===== src/rtl/shot_pkg.sv =====
// Shared types for the shot controller: FSM states, packed BCD score and latched shot geometry.
// bcd_add_sat adds one BCD digit to a four-digit score and clamps the result at 9999.
package shot_pkg;

    typedef enum logic [2:0] {
        IDLE     = 3'd0,
        ARMED    = 3'd1,
        RESOLVE  = 3'd2,
        FLASH    = 3'd3,
        COOLDOWN = 3'd4,
        EMPTY    = 3'd5
    } shot_state_t;

    typedef logic [3:0][3:0] bcd4_t;

    typedef struct packed {
        logic [9:0] cx;
        logic [9:0] cy;
        logic [9:0] dx;
        logic [9:0] dy;
        logic [9:0] sx;
        logic [9:0] sy;
        logic       act;
    } shot_req_t;

    function automatic bcd4_t bcd_add_sat(input bcd4_t s, input logic [3:0] pts);
        bcd4_t      r;
        logic [4:0] sum;
        logic [3:0] c;
        r = s;
        c = pts;
        for (int i = 0; i < 4; i++) begin
            sum = {1'b0, s[i]} + {1'b0, c};
            if (sum > 5'd9) begin
                r[i] = 4'(sum - 5'd10);
                c    = 4'd1;
            end else begin
                r[i] = sum[3:0];
                c    = 4'd0;
            end
        end
        // A carry out of the thousands digit means the true sum passed 9999.
        if (c != 4'd0) r = {4{4'd9}};
        return r;
    endfunction

endpackage


===== src/rtl/shot_controller_if.sv =====
// Geometry, control and scoring signals between the cursor/dog path and the shot controller.
// master drives cursor, dog box and round_start; slave returns hit/miss, shells, score, flash and state.
interface shot_controller_if;
    logic [9:0]  CursorX;
    logic [9:0]  CursorY;
    logic [9:0]  DogX;
    logic [9:0]  DogY;
    logic [9:0]  DogSizeX;
    logic [9:0]  DogSizeY;
    logic        dog_active;
    logic        round_start;
    logic        hit;
    logic        miss;
    logic [1:0]  shells_left;
    logic [15:0] score_bcd;
    logic        flash;
    logic [2:0]  state_o;

    modport master (
        output CursorX, CursorY, DogX, DogY, DogSizeX, DogSizeY, dog_active, round_start,
        input  hit, miss, shells_left, score_bcd, flash, state_o
    );

    modport slave (
        input  CursorX, CursorY, DogX, DogY, DogSizeX, DogSizeY, dog_active, round_start,
        output hit, miss, shells_left, score_bcd, flash, state_o
    );
endinterface


===== src/rtl/edge_sync.sv =====
// Two-flop synchroniser with a registered one-cycle rising-edge pulse.
// Pulse appears 3 clk cycles after the raw edge; no backpressure, a held level never repeats the pulse.
module edge_sync (
    input  logic clk,
    input  logic rst_n,
    input  logic async_in,
    output logic pulse
);
    logic sync1_q, sync2_q, prev_q, pulse_q;
    logic pulse_d;

    assign pulse_d = sync2_q & ~prev_q;

    always_ff @(posedge clk or negedge rst_n) begin
        if (!rst_n) begin
            sync1_q <= 1'b0;
            sync2_q <= 1'b0;
            prev_q  <= 1'b0;
            pulse_q <= 1'b0;
        end else begin
            sync1_q <= async_in;
            sync2_q <= sync1_q;
            prev_q  <= sync2_q;
            pulse_q <= pulse_d;
        end
    end

    assign pulse = pulse_q;
endmodule


===== src/rtl/shot_controller.sv =====
// Shot trigger, hit test, shell count, saturating BCD score and frame-timed screen flash.
// hit/miss pulse 5 Clk after the raw button edge; clicks outside ARMED are dropped, not queued.
module shot_controller
    import shot_pkg::*;
#(
    parameter int SHELLS          = 3,
    parameter int FLASH_FRAMES    = 2,
    parameter int COOLDOWN_FRAMES = 10,
    parameter int HIT_POINTS      = 5
) (
    input  logic               Clk,
    input  logic               Reset_n,
    input  logic               frame_clk,
    input  logic [7:0]         MouseButtons,
    shot_controller_if.slave   bus
);
    logic        frame_tick, fire, hit_cond;
    logic        unused_buttons;
    logic [10:0] cx_w, cy_w, x_lo, y_lo, x_hi, y_hi;

    shot_state_t state_q, state_d;
    shot_req_t   shot_q, shot_d;
    bcd4_t       score_q, score_d;
    logic [1:0]  shells_q, shells_d;
    logic [7:0]  cnt_q, cnt_d;
    logic        flash_q, flash_d, hit_q, hit_d, miss_q, miss_d;

    assign unused_buttons = ^MouseButtons[7:1];

    edge_sync u_frame_sync (.clk(Clk), .rst_n(Reset_n), .async_in(frame_clk),       .pulse(frame_tick));
    edge_sync u_btn_sync   (.clk(Clk), .rst_n(Reset_n), .async_in(MouseButtons[0]), .pulse(fire));

    // Box edges widened by one bit so DogX+DogSizeX cannot wrap past 1023.
    assign cx_w = {1'b0, shot_q.cx};
    assign cy_w = {1'b0, shot_q.cy};
    assign x_lo = {1'b0, shot_q.dx};
    assign y_lo = {1'b0, shot_q.dy};
    assign x_hi = {1'b0, shot_q.dx} + {1'b0, shot_q.sx};
    assign y_hi = {1'b0, shot_q.dy} + {1'b0, shot_q.sy};
    assign hit_cond = shot_q.act && (cx_w >= x_lo) && (cx_w < x_hi) && (cy_w >= y_lo) && (cy_w < y_hi);

    always_comb begin
        state_d  = state_q;
        shot_d   = shot_q;
        score_d  = score_q;
        shells_d = shells_q;
        cnt_d    = cnt_q;
        flash_d  = flash_q;
        hit_d    = 1'b0;
        miss_d   = 1'b0;
        case (state_q)
            ARMED: begin
                if (fire && shells_q != 2'd0) begin
                    shot_d   = '{cx: bus.CursorX, cy: bus.CursorY, dx: bus.DogX, dy: bus.DogY,
                                 sx: bus.DogSizeX, sy: bus.DogSizeY, act: bus.dog_active};
                    shells_d = shells_q - 2'd1;
                    state_d  = RESOLVE;
                end
            end
            RESOLVE: begin
                if (hit_cond) begin
                    hit_d   = 1'b1;
                    score_d = bcd_add_sat(score_q, 4'(HIT_POINTS));
                end else begin
                    miss_d  = 1'b1;
                end
                flash_d = 1'b1;
                cnt_d   = 8'(FLASH_FRAMES);
                state_d = FLASH;
            end
            FLASH: begin
                if (frame_tick) begin
                    if (cnt_q <= 8'd1) begin
                        flash_d = 1'b0;
                        cnt_d   = 8'(COOLDOWN_FRAMES);
                        state_d = COOLDOWN;
                    end else begin
                        cnt_d = cnt_q - 8'd1;
                    end
                end
            end
            COOLDOWN: begin
                if (frame_tick) begin
                    if (cnt_q <= 8'd1) begin
                        cnt_d   = 8'd0;
                        state_d = (shells_q != 2'd0) ? ARMED : EMPTY;
                    end else begin
                        cnt_d = cnt_q - 8'd1;
                    end
                end
            end
            default: ;
        endcase
        // A new round overrides control state but keeps any RESOLVE pulse and score update.
        if (bus.round_start) begin
            shells_d = 2'(SHELLS);
            state_d  = ARMED;
            flash_d  = 1'b0;
            cnt_d    = 8'd0;
        end
    end

    always_ff @(posedge Clk or negedge Reset_n) begin
        if (!Reset_n) begin
            state_q  <= IDLE;
            shot_q   <= '0;
            score_q  <= '0;
            shells_q <= 2'd0;
            cnt_q    <= 8'd0;
            flash_q  <= 1'b0;
            hit_q    <= 1'b0;
            miss_q   <= 1'b0;
        end else begin
            state_q  <= state_d;
            shot_q   <= shot_d;
            score_q  <= score_d;
            shells_q <= shells_d;
            cnt_q    <= cnt_d;
            flash_q  <= flash_d;
            hit_q    <= hit_d;
            miss_q   <= miss_d;
        end
    end

    assign bus.hit         = hit_q;
    assign bus.miss        = miss_q;
    assign bus.shells_left = shells_q;
    assign bus.score_bcd   = score_q;
    assign bus.flash       = flash_q;
    assign bus.state_o     = state_q;
endmodule


===== src/flat_wrapper.sv =====
// flat-port wrapper written by rule: the top's interface ports become plain ports
module shot_controller_flat import shot_pkg::*;
#(
    parameter int SHELLS          = 3,
    parameter int FLASH_FRAMES    = 2,
    parameter int COOLDOWN_FRAMES = 10,
    parameter int HIT_POINTS      = 5
)
  (Clk, Reset_n, frame_clk, MouseButtons, bus_CursorX, bus_CursorY, bus_DogX, bus_DogY, bus_DogSizeX, bus_DogSizeY, bus_dog_active, bus_round_start, bus_hit, bus_miss, bus_shells_left, bus_score_bcd, bus_flash, bus_state_o);
  shot_controller_if bus_i ();
  input  logic Clk;
  input  logic Reset_n;
  input  logic frame_clk;
  input  logic [7:0] MouseButtons;
  input wire logic [$bits(bus_i.CursorX)-1:0] bus_CursorX;
  input wire logic [$bits(bus_i.CursorY)-1:0] bus_CursorY;
  input wire logic [$bits(bus_i.DogX)-1:0] bus_DogX;
  input wire logic [$bits(bus_i.DogY)-1:0] bus_DogY;
  input wire logic [$bits(bus_i.DogSizeX)-1:0] bus_DogSizeX;
  input wire logic [$bits(bus_i.DogSizeY)-1:0] bus_DogSizeY;
  input wire logic [$bits(bus_i.dog_active)-1:0] bus_dog_active;
  input wire logic [$bits(bus_i.round_start)-1:0] bus_round_start;
  output wire logic [$bits(bus_i.hit)-1:0] bus_hit;
  output wire logic [$bits(bus_i.miss)-1:0] bus_miss;
  output wire logic [$bits(bus_i.shells_left)-1:0] bus_shells_left;
  output wire logic [$bits(bus_i.score_bcd)-1:0] bus_score_bcd;
  output wire logic [$bits(bus_i.flash)-1:0] bus_flash;
  output wire logic [$bits(bus_i.state_o)-1:0] bus_state_o;
  assign bus_i.CursorX = bus_CursorX;
  assign bus_i.CursorY = bus_CursorY;
  assign bus_i.DogX = bus_DogX;
  assign bus_i.DogY = bus_DogY;
  assign bus_i.DogSizeX = bus_DogSizeX;
  assign bus_i.DogSizeY = bus_DogSizeY;
  assign bus_i.dog_active = bus_dog_active;
  assign bus_i.round_start = bus_round_start;
  assign bus_hit = bus_i.hit;
  assign bus_miss = bus_i.miss;
  assign bus_shells_left = bus_i.shells_left;
  assign bus_score_bcd = bus_i.score_bcd;
  assign bus_flash = bus_i.flash;
  assign bus_state_o = bus_i.state_o;
  shot_controller #(.SHELLS(SHELLS), .FLASH_FRAMES(FLASH_FRAMES), .COOLDOWN_FRAMES(COOLDOWN_FRAMES), .HIT_POINTS(HIT_POINTS)) u_core (.Clk(Clk), .Reset_n(Reset_n), .frame_clk(frame_clk), .MouseButtons(MouseButtons), .bus(bus_i));
endmodule

===== config.mk =====
export PLATFORM = sky130hd
export DESIGN_NAME = shot_controller_flat
export DESIGN_NICKNAME = d
export VERILOG_FILES = /design/src/rtl/shot_pkg.sv /design/src/rtl/shot_controller_if.sv /design/src/rtl/edge_sync.sv /design/src/rtl/shot_controller.sv /design/src/flat_wrapper.sv
export SDC_FILE = /design/constraint.sdc
export NUM_CORES = 1
export LEC_CHECK = 0
export CORE_MARGIN = 4
export CORE_UTILIZATION = 44
export DETAILED_ROUTE_END_ITERATION = 8
export HOLD_SLACK_MARGIN = 0.08
export PLACE_DENSITY = 0.69
export SLEW_MARGIN = 10
export SYNTH_ARGS = -nofsm -noshare
export SYNTH_HDL_FRONTEND = slang
export SYNTH_SLANG_ARGS = --single-unit

===== constraint.sdc =====
create_clock -name Clk -period 17.65 [get_ports Clk]
set_input_delay 3.53 -clock Clk [delete_from_list [all_inputs] [get_ports Clk]]
set_output_delay 3.53 -clock Clk [all_outputs]
set_load 0.02 [all_outputs]

==> flow_metrics.tcl <==
set metrics [dict create \
    portBuffers 89 \
    rows 43 \
    ys_ff_latch 101 \
    synth_warnings 0 \
    synthTopCellsByArea "dfrtp_1, ha_1, mux2_2" \
    fin_nets 859 \
    netlist.area_leader.share 0.401 \
    skew_ns 0.00654 \
    vdd_ir_drop_max_mv 0.0761 \
    finalHoldViolCount 0 \
    worst_r2r_path_depth 27 \
    drc 0 \
    post-synth-top-count-cell "dfrtp_1" \
    clock_path_buffers 2 \
    clock.fmax_mhz 153 \
    fin_crit_ns 6.55 \
    reg2reg_slack_ns 11.10 \
    drtAntennaViolNets 0 \
    cp.arrival_ns 6.83 \
    p_leak_nw 3.41 \
    synth-edff-count 0 \
    gp_congestion 0.847 \
    crit_fanout 14 \
    hold_class "reg -> reg" \
    cts_setup_buffers 0 \
    insertedDiodeCount 0 \
    gr-total-overflow 0 \
    min-delay-start "u_core.u_frame_sync.sync1_q" \
    synth.largest_area_cell "dfrtp_1" \
    worstMarginPinSlew_ns 1.01 \
    dr.pass1.iters 5 \
    p_per_area_nw_per_um2 111 \
    cts_buffers 9 \
    drt-total-wl_um 13900 \
    cp.required_ns 17.94 \
    die_area_um2 16300 \
    synth_area_per_cell_um2 9.99 \
    clk_latency_ns 0.35 \
    core-area_um2 13900 \
    timing.rr.end "u_core.bus.score_bcd[3]" \
    post_cts_resized 0 \
    ys_types 59 \
    synth_nets 779 \
    rsz0062_at_grt "false" \
    vias 4844 \
    setup_violations 0 \
    dieWidth_um 128 \
    avgViaCountPerCell 5.41 \
    clockRootBuffer "clkbuf_16" \
    track_usage 0.180 \
    clock-sinks 101 \
    layout-drive-gt1-share 0.110 \
    clkTransAtPathRegs_ns 0.07 \
    routedWlPerCell_um 15.5 \
    status "complete, no violations" \
    post-route-util 0.549 \
    synthArstFlopShare 1.00 \
    grt_pass1_wl_um 23900 \
    netlist_top_cells_count "dfrtp_1, ha_1, nor2_1, inv_1, mux2_2" \
    min_to "u_core.u_frame_sync.sync2_q" \
    max_slew_margin 0.322 \
    synth_area_um2 6300 \
    antenna_found_initial 0 \
    area_delta_synth_final_pct 21.4 \
    finalCritPeriodShare 0.371 \
    grt_start_max_net_pins 68 \
    max_cap_violations 0 \
    cts_htree_levels 3 \
    grt_pass1_vias 5017 \
    cts_tree "done" \
    endpoint_kind "flip-flop" \
    r2r-start "u_core.bus.score_bcd[1]" \
    fp.dieH_um 128 \
    initial_core_util 0.452 \
    synth_ff_type "dfrtp_1" \
    drt_iter0_drc 259 \
    synth_cells 631 \
    ys_seq_area_frac 0.401 \
    ctsHoldBuffers 0 \
    finalMaxSlewViolations 0 \
    io_pins 97 \
    setup-tns-final_ns 0 \
    critical_path_class "reg -> reg" \
    critPathLaunchType "flip-flop" \
    dp_hpwl_um 10300 \
    min_delay_path_depth 0 \
]
-- sequential cells by signal, summed over array words and instances (netlist names) --
name                         cells
u_core.shot_q                   41
u_core.bus.state_o               3
u_core.bus.flash                 1
u_core.u_frame_sync.prev_q       1
u_core.u_btn_sync.sync1_q        1
u_core.bus.shells_left           2
u_core.cnt_q                     8
u_core.u_btn_sync.sync2_q        1
u_core.bus.score_bcd            16
u_core.u_frame_sync.sync1_q      1
u_core.cx_w                     10
u_core.u_frame_sync.sync2_q      1
u_core.u_btn_sync.prev_q         1
u_core.u_frame_sync.pulse        1
u_core.bus.miss                  1
u_core.bus.hit                   1
u_core.cy_w                     10
u_core.u_btn_sync.pulse          1
-- routing by layer --
| metal | share of wire | track usage | up-vias |
|---|---|---|---|
| li1 | - | - | 2410 |
| met1 | 0.44 | 0.224 | 2324 |
| met2 | 0.50 | 0.314 | 95 |
| met3 | 0.042 | 0.0425 | 15 |
| met4 | 0.014 | 0.0487 | 0 |
| met5 | 0 | 0 | - |
-- cell type report --
| type | count | area (µm²) |
|---|---|---|
| Timing Repair Buffer | 92 | 911 |
| Clock buffer | 10 | 239 |
| Tap cell | 180 | 225 |
| Fill cell | 1237 | 6280 |
| Clock inverter | 6 | 62.6 |
| Multi-Input combinational cell | 458 | 3510 |
| Inverter | 49 | 184 |
| Sequential cell | 101 | 2530 |
-- cell families (layout without fill, tap and decap cells) --
| family | count (synthesis) | after routing | synth area share |
|---|---|---|---|
| AND/OR/NAND/NOR | 154 | 154 | 0.115 |
| adder cells (fa/ha/maj) | 75 | 75 | 0.151 |
| multiplexers | 60 | 60 | 0.107 |
| AO/OA/AOI/OAI | 145 | 145 | 0.149 |
| XOR/XNOR | 24 | 24 | 0.0333 |
| buffers and inverters | 72 | 157 | 0.0441 |
| flip-flops | 101 | 101 | 0.401 |
-- how the worst max path moves through the flow --
stage                                         end  cells after the start                     from  slack (ns)
final                     u_core.bus.score_bcd[3]                     27  u_core.bus.score_bcd[1]       11.10
after CTS                 u_core.bus.score_bcd[3]                     27  u_core.bus.score_bcd[1]       11.15
after global placement    u_core.bus.score_bcd[3]                     27  u_core.bus.score_bcd[1]       11.53
after global routing      u_core.bus.score_bcd[3]                     27  u_core.bus.score_bcd[1]       10.42
after detailed placement  u_core.bus.score_bcd[3]                     27  u_core.bus.score_bcd[1]       11.21
after floorplan           u_core.bus.score_bcd[1]                     29  u_core.bus.score_bcd[1]       11.94
-- stage by stage --
step | total power [mW] | area (µm²) | hold WS (ns) | worst slack (ns) | cells
final | 0.847 | 7660 | 0.351 | 11.10 | 896
after global routing | 0.919 | 7660 | 0.358 | 10.42 | 896
after CTS | 0.856 | 7660 | 0.354 | 11.15 | 896
after detailed placement | 0.644 | 7350 | 0.337 | 11.21 | 880
after global placement | 0.626 | 7350 | 0.338 | 11.53 | 880
after floorplan | 0.549 | 6300 | 0.331 | 11.94 | 631
-- placed cells by master (no fill, tap or decap), types with 5 or more instances in the layout --
cell type | Yosys | routed
dfrtp_1 | 101 | 101
clkdlybuf4s50_1 | 0 | 88
ha_1 | 73 | 73
nor2_1 | 51 | 50
inv_1 | 49 | 49
mux2_2 | 49 | 49
o21ai_0 | 46 | 46
nand2_1 | 43 | 43
a21oi_1 | 34 | 34
xnor2_1 | 15 | 15
a211oi_1 | 14 | 14
nand3_1 | 11 | 11
nand2b_1 | 11 | 11
xor2_1 | 9 | 9
mux2i_1 | 9 | 9
clkbuf_16 | 0 | 9
nor3_1 | 8 | 8
nor2b_1 | 6 | 6
and3_1 | 5 | 5
o21bai_1 | 5 | 5
-- power by group --
part | internal [mW] | leakage [nW] | switching (mW)
clock | 0.113 | 0.140 | 0.0889
sequential | 0.268 | 1.25 | 0.0296
combinational | 0.162 | 2.02 | 0.184
total | 0.544 | 3.41 | 0.303
-- worst max-delay path, cell delays in order (launching register included) --
cell	delay (ns)
dfrtp_1	0.47
ha_1	0.28
xor2_1	0.32
ha_1	0.26
a21boi_0	0.31
a31oi_1	0.07
o32ai_1	0.45
inv_1	0.09
ha_1	0.25
ha_1	0.29
nor2_1	0.16
nor2_1	0.07
o221a_2	0.26
ha_1	0.22
ha_1	0.29
nor2b_1	0.18
nor2_1	0.11
nor2_1	0.05
a311oi_1	0.42
ha_1	0.29
ha_1	0.16
nor2_1	0.04
a21oi_1	0.13
nor2_1	0.07
nor2_1	0.78
a211o_1	0.19
a41o_1	0.17
o31a_1	0.12
(Power assumes the default switching activity.)
